`src/rtl/muldiv_unit.sv`:
```
// muldiv_unit: iterative RV32M multiply/divide, fixed 33-cycle latency, start/busy/done handshake
module muldiv_unit #(
  parameter int XLEN = 32
) (
  input  logic            clk,
  input  logic            rst,
  input  logic            start,
  input  logic [2:0]      op,
  input  logic [XLEN-1:0] a,
  input  logic [XLEN-1:0] b,
  output logic [XLEN-1:0] result,
  output logic            busy,
  output logic            done
);
  typedef enum logic [1:0] {IDLE, CALC, FINISH} state_t;
  state_t r_state;
  logic [4:0] r_cnt;
  logic [2:0] r_op;
  logic r_neg, r_sa;
  logic [XLEN-1:0] r_m, r_hi, r_lo;
  logic w_sa, w_sb;
  logic [XLEN-1:0] w_ma, w_mb, w_quo, w_rem, w_res;
  logic [XLEN:0] w_sum, w_sh, w_dif;
  logic [2*XLEN-1:0] w_prod;
  assign w_sa = ((op == 3'b001) || (op == 3'b010) || (op[2] && !op[0])) && a[XLEN-1];
  assign w_sb = ((op == 3'b001) || (op[2] && !op[0])) && b[XLEN-1];
  assign w_ma = w_sa ? -a : a;
  assign w_mb = w_sb ? -b : b;
  // r_hi:r_lo is the product accumulator for multiplies, remainder:quotient for divides
  assign w_sum = {1'b0, r_hi} + (r_lo[0] ? {1'b0, r_m} : '0);
  assign w_sh = {r_hi, r_lo[XLEN-1]};
  assign w_dif = w_sh - {1'b0, r_m};
  assign w_prod = r_neg ? -{r_hi, r_lo} : {r_hi, r_lo};
  assign w_quo = r_neg ? -r_lo : r_lo;
  assign w_rem = r_sa ? -r_hi : r_hi;
  assign w_res = r_op[2] ? (r_op[1] ? w_rem : w_quo)
               : (r_op[1:0] == 2'b00 ? w_prod[XLEN-1:0] : w_prod[2*XLEN-1:XLEN]);
  always_ff @(posedge clk or posedge rst) begin
    if (rst) begin
      r_state <= IDLE;
      r_cnt <= '0;
      r_op <= '0;
      r_neg <= 1'b0;
      r_sa <= 1'b0;
      r_m <= '0;
      r_hi <= '0;
      r_lo <= '0;
      result <= '0;
      busy <= 1'b0;
      done <= 1'b0;
    end else begin
      done <= 1'b0;
      case (r_state)
        IDLE: if (start) begin
          r_op <= op;
          r_sa <= w_sa;
          // divide by zero keeps the all-ones quotient unnegated; remainder falls out as a
          r_neg <= (w_sa ^ w_sb) & ~(op[2] & (b == '0));
          r_m <= op[2] ? w_mb : w_ma;
          r_lo <= op[2] ? w_ma : w_mb;
          r_hi <= '0;
          r_cnt <= '0;
          busy <= 1'b1;
          r_state <= CALC;
        end
        CALC: begin
          r_cnt <= r_cnt + 5'd1;
          if (r_op[2]) begin
            r_hi <= w_dif[XLEN] ? w_sh[XLEN-1:0] : w_dif[XLEN-1:0];
            r_lo <= {r_lo[XLEN-2:0], ~w_dif[XLEN]};
          end else begin
            r_hi <= w_sum[XLEN:1];
            r_lo <= {w_sum[0], r_lo[XLEN-1:1]};
          end
          if (r_cnt == 5'd31) r_state <= FINISH;
        end
        FINISH: begin
          result <= w_res;
          done <= 1'b1;
          busy <= 1'b0;
          r_state <= IDLE;
        end
        default: r_state <= IDLE;
      endcase
    end
  end
endmodule

```
`config.mk`:
```
export PLATFORM = sky130hd
export DESIGN_NAME = muldiv_unit
export DESIGN_NICKNAME = d
export VERILOG_FILES = /design/src/rtl/muldiv_unit.sv
export SDC_FILE = /design/constraint.sdc
export NUM_CORES = 1
export LEC_CHECK = 0
export ABC_AREA = 1
export BUFFER_PORTS_ARGS = -buffer_cell sky130_fd_sc_hd__buf_2
export CORE_MARGIN = 2
export CORE_UTILIZATION = 60
export CTS_BUF_LIST = sky130_fd_sc_hd__clkbuf_4 sky130_fd_sc_hd__clkbuf_8 sky130_fd_sc_hd__clkbuf_16
export CTS_CLUSTER_DIAMETER = 80
export DETAILED_ROUTE_END_ITERATION = 8
export GPL_TIMING_DRIVEN = 1
export PLACE_DENSITY_LB_ADDON = 0.15
export SYNTH_ARGS = -nofsm -noshare
export SYNTH_HDL_FRONTEND = slang
export SYNTH_SLANG_ARGS = --single-unit
```
`constraint.sdc`:
```
create_clock -name clk -period 5.7 [get_ports clk]
set_clock_uncertainty 0.1 [all_clocks]
set_input_delay 0.57 -clock clk [delete_from_list [all_inputs] [get_ports clk]]
set_output_delay 0.57 -clock clk [all_outputs]
set_load 0.02 [all_outputs]
```
==> results of run 1 <==
-- per-stage QoR --
step	hold WS [ns]	power, mW	utilization	setup slack, ns	std cells
2_1_floorplan	0.354	9.05	-	1.22	3118
3_3_place_gp	0.352	11.6	0.634	1.95	3513
6_report	0.251	13.7	0.654	2.01	3545
3_5_place_dp	0.353	11.9	0.634	1.92	3513
4_1_cts	0.297	13.1	0.654	2.18	3545
5_1_grt	0.353	14.6	0.654	1.71	3545
-- state kept, by name (all words and copies together), names as in the netlist --
name,count
r_m,32
r_neg,1
done,1
r_cnt,5
r_lo,32
r_op,3
r_sa,1
r_hi,32
r_state,2
busy,1
result,32
-- final cells by class --
cell class              count  area [sq um]
clock buffers              18           439
clock inverters            14           154
fillers                  2816          9980
inverters                 433          1630
multi-input cells        2434         12000
flip-flops and latches    142          3560
well taps                 384           480
repair buffers            120           643
-- metal layers --
layer / part of all wire / up-vias / wire length [microns]
met4: 0.072 / 0 / 5240
met3: 0.15 / 346 / 10600
met2: 0.41 / 1678 / 29700
met5: 0 / - / 0
li1: - / 10100 / -
met1: 0.38 / 9893 / 27400
-- worst max-delay path by stage --
stage	startpoint	end	slack, ns	depth (start not counted)
detailed placement	op[2]	r_lo[4]$_DFFE_PP0P_	1.92	11
floorplan	rst	busy$_DFFE_PP0P_	1.22	1
finish	r_lo[0]$_DFFE_PP0P_	r_hi[27]$_DFFE_PP0P_	2.01	17
global route	r_lo[0]$_DFFE_PP0P_	r_hi[27]$_DFFE_PP0P_	1.71	17
CTS	r_lo[0]$_DFFE_PP0P_	r_hi[27]$_DFFE_PP0P_	2.18	17
global placement	op[2]	r_lo[11]$_DFFE_PP0P_	1.95	11
-- where the power goes --
part	leakage [nW]	switching, mW	internal, mW
sequential	1.68	0.965	1.46
clock	0.285	0.542	0.629
combinational	7.98	6.99	3.08
-- synth_stat cells, drive strengths merged, types with 15 or more instances --
cell type	count	area share
a22oi	18	0.0077
xnor2	15	0.0074
inv	429	0.091
a21oi	169	0.049
o21ai	157	0.046
xor2	70	0.035
nand2	1017	0.22
nor2	353	0.080
nand4	42	0.015
dfrtp	142	0.20
nand3	392	0.11
clkbuf	58	0.012
ha	70	0.050
o211ai	32	0.014
buf	51	0.017
o221ai	18	0.0089
nor3	19	0.0063
-- logic make-up (layout without fill, tap and decap cells) --
family / count (synthesis) / in the layout / synth area share
adders and majority gates: 72 / 72 / 0.0519
and+or+nand+nor: 1847 / 1847 / 0.443
xor gates and xnor gates: 85 / 85 / 0.0422
buffers and inverters: 542 / 585 / 0.122
AOI/OAI and AO/OA: 430 / 430 / 0.140
DFF: 142 / 142 / 0.201
-- layout by cell type (no fill, tap or decap), drive strengths merged, types with 12 or more instances in the layout --
cell type | Yosys | layout
nand4 | 42 | 42
inv | 429 | 435
nor2 | 353 | 353
xnor2 | 15 | 15
o21ai | 157 | 157
nand3 | 392 | 392
o211ai | 32 | 32
nand2 | 1017 | 1017
a21oi | 169 | 169
a22oi | 18 | 18
clkbuf | 58 | 18
nand3b | 12 | 12
o221ai | 18 | 18
xor2 | 70 | 70
dfrtp | 142 | 142
ha | 70 | 70
nor3 | 19 | 19
buf | 51 | 120
==> qor.csv, run 1 <==
stage,metric,value,unit
outcome,status,finished clean,
flow_run,max_cap_viol_count,0,
min_path,worstHoldPathType,in2async,
pwr,power.density,724,nW/um^2
sta,hold_viol,0,
cts,cts-htree-levels,4,
global_routing,use_met2,0.696,
cells_and_area,area_delta_synth_final,6.94,%
global_routing,overflow,0,
setup_path,worstPathArrival,3.94,ns
setup_path,cp_top_family,flip-flops,
die,initial_core_util,0.612,
detailed_routing,vias,22000,
cts,post_cts_buffers,0,
detailed_routing,drt-vias-per-instance,6.21,
die,die_area,30800,sq um
setup_path,crit_buf_inv,2,
setup_path,end_kind,register,
setup_path,crit_path_frequent_cell,nand2_1,
sta,setup_violations,0,
setup_path,r2r-end,r_hi[27]$_DFFE_PP0P_,
global_routing,met3_usage,0.130,
sta,finalCritPeriodShare,0.647,
sta,rsz0062_at_grt,false,
cells_and_area,num_antenna_cells,0,
setup_path,critical_path_class,reg2reg,
cts,hold_buffers,0,
placement,portBuffers,103,
pwr,worst_ir_drop_vdd,0.649,mV
cells_and_area,drive_gt1_frac,0.0721,
detailed_routing,drtIter0Drc,3693,
global_routing,antenna_found_initial,0,
synth,syn_area,17700,sq um
detailed_routing,drc_errors,0,
synth,ys_types,55,
sta,clock.fmax,271,MHz
sta,slew_violations,0,
setup_path,required,5.95,ns
setup_path,cpMaxStageDelayCell,dfrtp_1,
synth,ys_seq_area_frac,0.201,
detailed_routing,postRouteAntennaNets,0,
cts,cts_root_buffer,clkbuf_16,
synth,synthArstFlopShare,1.00,
cells_and_area,finish.net_count,3290,
setup_path,max_stage_delay,1.19,ns
die,num_io_pins,104,
cts,cts_tree,done,
sta,finalSetupTns,0,ns
cts,clock_latency,0.48,ns
sta,min_period,3.69,ns
detailed_routing,first_pass_iters,7,
cts,ctsLongestPathBuffers,2,
detailed_routing,wl_per_cell,20.6,microns
global_routing,grt_busiest_layer,met2,
synth,yosys_warnings,0,
global_routing,track_usage,0.471,
setup_path,r2r_cells,17,
setup_path,cp_max_fo,34,
placement,finalWeightedCongestion,1.12,
die,die_h,176,microns
sta,slew_headroom,0.156,
global_routing,grt_max_degree,108,
die,core,28900,sq um
synth,syn_inst,3118,
detailed_routing,drt_wl_total,73.0,mm
placement,dpl_cell_area,18300,sq um
placement,dpl.hpwl,55.8,mm
setup_path,crit_path_start_kind,register,
synth,synth_top_flop_cell,dfrtp_1,
global_routing,grt_pass1_vias,20000,
cts,cts_num_sinks,142,
die,placementRows,62,
synth,synth-edff-count,0,
synth,synth_nets,3260,
synth,synth.ff_latch_count,142,
cts,numCtsBuffers,17,
die,die_x,176,microns
cts,cts_resized,0,
setup_path,r2r_slack,2.01,ns
global_routing,grt.met1_usage,0.616,
synth,syn_area_per_cell,5.66,sq um
cells_and_area,final_cell_area,18900,sq um
setup_path,crit_chain,"nand2_1, inv_1, ha_1, inv_1, fa_1, o21ai_1, nand2_1, nand2_1, nand2_1, nand2_1, nand3_1, nand3_1, nand2_1, nor2_1, nor2_1, nand2_1, nand2_1",
sta,worstMarginPinSlew,1.27,ns
cts,clk_pin_slew_worst_paths,0.07,ns
pwr,total_leakage_power,9.94,nW
global_routing,grt_pass1_wl,112,mm
setup_path,r2r-start,r_lo[0]$_DFFE_PP0P_,
Note: power is estimated with default switching activity, not from simulation.
==> run 2: changes to the inputs <==
clock period = 3.7 ns   (was 5.7 ns; I/O delays follow)
==> run 2 against run 1 <==
Register-to-register slack worse by 1.5 ns; non-clock buffer count up 23; routed wire length down 3.4%; power up 53%; flip-flop and latch count unchanged; sequential power up 36%; final area up 1.1%; clock power up 51%; global-route usage down 1.5 points; first-iteration DRC count down 7.9%; combinational power up 56%; critical path type unchanged.
==> qor.csv, run 2 (same netlist as run 1, synthesis figures left out) <==
stage,metric,value,unit,change
outcome,status,finished clean,,unchanged
detailed_routing,drt_wl_total,70.5,mm,was 73.0 mm
setup_path,critical_path_class,reg2reg,,unchanged
cts,numCtsBuffers,17,,unchanged
sta,fin_ws,0.534,ns,was 2.01 ns
cts,clk_pin_slew_worst_paths,0.07,ns,about the same
cts,cts_root_buffer,clkbuf_16,,unchanged
die,die_area,30800,sq um,unchanged
setup_path,crit_buf_inv,2,,unchanged
sta,finalSetupTns,0,ns,unchanged
cells_and_area,final_common_cell,nand2_1,,unchanged
setup_path,crit_path_frequent_cell,nand2_2,,was nand2_1
setup_path,end_kind,register,,unchanged
die,placementRows,62,,unchanged
cells_and_area,final_cell_area,19100,sq um,was 18900 sq um
sta,rsz0062_at_grt,false,,unchanged
placement,portBuffers,103,,unchanged
cts,ctsLongestPathBuffers,2,,unchanged
cells_and_area,mostFrequentLayoutCells,"nand2_1, inv_1, nand3_1",,unchanged
setup_path,cp_top_family,simple AND/OR/NAND/NOR gates,,was flip-flops
placement,dpl.hpwl,55.0,mm,was 55.8 mm
detailed_routing,drc_errors,0,,unchanged
global_routing,grt_pass1_wl,109,mm,was 112 mm
die,core,28900,sq um,unchanged
cells_and_area,finish.net_count,3313,,was 3290
die,initial_core_util,0.612,,unchanged
placement,dpl_cell_area,18500,sq um,was 18300 sq um
cells_and_area,area_delta_synth_final,8.07,%,was 6.94%
die,die_x,176,microns,unchanged
pwr,total_leakage_power,10.1,nW,was 9.94 nW
pwr,worst_ir_drop_vdd,1.35,mV,was 0.649 mV
detailed_routing,drt-vias-per-instance,6.06,,was 6.21
detailed_routing,wl_per_cell,19.8,microns,was 20.6 microns
global_routing,grt_pass1_vias,20100,,was 20000
global_routing,track_usage,0.455,,was 0.471
sta,clock.fmax,316,MHz,was 271 MHz
global_routing,antenna_found_initial,0,,unchanged
setup_path,crit_chain,"inv_1, ha_1, fa_1, inv_1, nand2_1, nand2_1, nand3_1, nand2_2, nand2_1, nand2_2, nand2_2, nand2_2, nand2_2, nand2_2, nand2_1, nor2_1, o22ai_1",,"was nand2_1, inv_1, ha_1, inv_1, fa_1, o21ai_1, nand2_1, nand2_1, nand2_1, nand2_1, nand3_1, nand3_1, nand2_1, nor2_1, nor2_1, nand2_1, nand2_1"
global_routing,overflow,0,,unchanged
cells_and_area,num_antenna_cells,0,,unchanged
sta,setup_violations,0,,unchanged
detailed_routing,vias,21600,,was 22000
sta,slew_headroom,0.156,,about the same
pwr,power.density,1090,nW/um^2,was 724 nW/um^2
setup_path,worstPathArrival,3.38,ns,was 3.94 ns
cts,clock_latency,0.45,ns,was 0.48 ns
setup_path,cp_max_fo,30,,was 34
cts,cts_num_sinks,142,,unchanged
placement,pre_cts_slack,0.646,ns,was 1.92 ns
placement,finalWeightedCongestion,1.10,,was 1.12
cells_and_area,drive_gt1_frac,0.0785,,was 0.0721
sta,slew_violations,0,,unchanged
global_routing,grt_max_degree,130,,was 108
sta,hold_viol,0,,unchanged
setup_path,cpMaxStageDelayCell,nand2_2,,was dfrtp_1
cts,cts-htree-levels,4,,unchanged
flow_run,max_cap_viol_count,0,,unchanged
min_path,worstHoldPathType,in2reg,,was in2async
detailed_routing,postRouteAntennaNets,0,,unchanged
cts,cts_tree,done,,unchanged
detailed_routing,drtIter0Drc,3403,,was 3693
die,num_io_pins,104,,unchanged
setup_path,crit_path_start_kind,register,,unchanged
die,die_h,176,microns,unchanged
sta,finalCritPeriodShare,0.856,,was 0.647
setup_path,required,3.92,ns,was 5.95 ns
sta,worstMarginPinSlew,1.26,ns,was 1.27 ns
sta,min_period,3.17,ns,was 3.69 ns
setup_path,max_stage_delay,0.48,ns,was 1.19 ns
detailed_routing,first_pass_iters,8,,was 7
## run 2: final cells by class
cell class | instances | area (sq um)
inverters | 433 | 1630
well taps | 384 | 480
repair buffers | 143 | 856
fillers | 2810 | 9780
multi-input cells | 2434 | 12000
clock buffers | 18 | 439
flip-flops and latches | 142 | 3560
clock inverters | 14 | 143
## run 2: stage by stage
| stage | utilization | hold WS [ns] | total power [mW] | std cells |
|---|---|---|---|---|
| after detailed placement | 0.641 | 0.361 | 18.2 | 3535 |
| after floorplan | - | 0.354 | 13.9 | 3118 |
| after CTS | 0.661 | 0.122 | 20.1 | 3568 |
| after global routing | 0.661 | 0.168 | 22.4 | 3568 |
| after global placement | 0.641 | 0.350 | 17.8 | 3535 |
| final | 0.661 | 0.125 | 20.9 | 3568 |
## run 2: where the power goes
part	total [mW]	internal, mW	switching, mW
Combinational	15.8	4.89	10.9
Clock	1.77	0.917	0.856
Sequential	3.28	2.26	1.02
## run 2: per-layer routing
metal	wire length [microns]	up-vias	GRT usage
met5	0	-	0
met4	4670	0	0.254
met3	10200	272	0.146
met2	28400	1494	0.669
met1	27300	9691	0.590
li1	-	10100	-
## run 2: what timing repair did
action                                  4_1_cts  5_1_grt
hold endpoints to repair                     25        0
hold buffers                                  1        0
endpoints found under the setup margin        0        0
setup buffers                                 0        0
resized for setup                             0        0
## run 2: final timing paths
kind                                           start                   end  slack (ns)  cells after the start
worst max-delay path            r_lo[31]$_DFFE_PP0P_   r_hi[5]$_DFFE_PP0P_        0.53                     17
worst min register to register      busy$_DFFE_PP0P_      busy$_DFFE_PP0P_        0.38                      2
worst max register to register  r_lo[31]$_DFFE_PP0P_   r_hi[5]$_DFFE_PP0P_        0.53                     17
max in group asynchronous                        rst  r_hi[28]$_DFFE_PP0P_        2.19                      4
min in group asynchronous                        rst  r_lo[13]$_DFFE_PP0P_        0.43                      3
worst min-delay path                           op[1]   r_op[1]$_DFFE_PP0P_        0.13                      3
## run 2: worst register-to-register path, stage by stage (launching register included)
cell and delay (ns):
dfrtp_1 0.42, inv_1 0.11, ha_1 0.22, fa_1 0.41
inv_1 0.07, nand2_1 0.05, nand2_1 0.12, nand3_1 0.10
nand2_2 0.12, nand2_1 0.07, nand2_2 0.10, nand2_2 0.07
nand2_2 0.08, nand2_2 0.05, nand2_2 0.48, nand2_1 0.23
nor2_1 0.15, o22ai_1 0.10
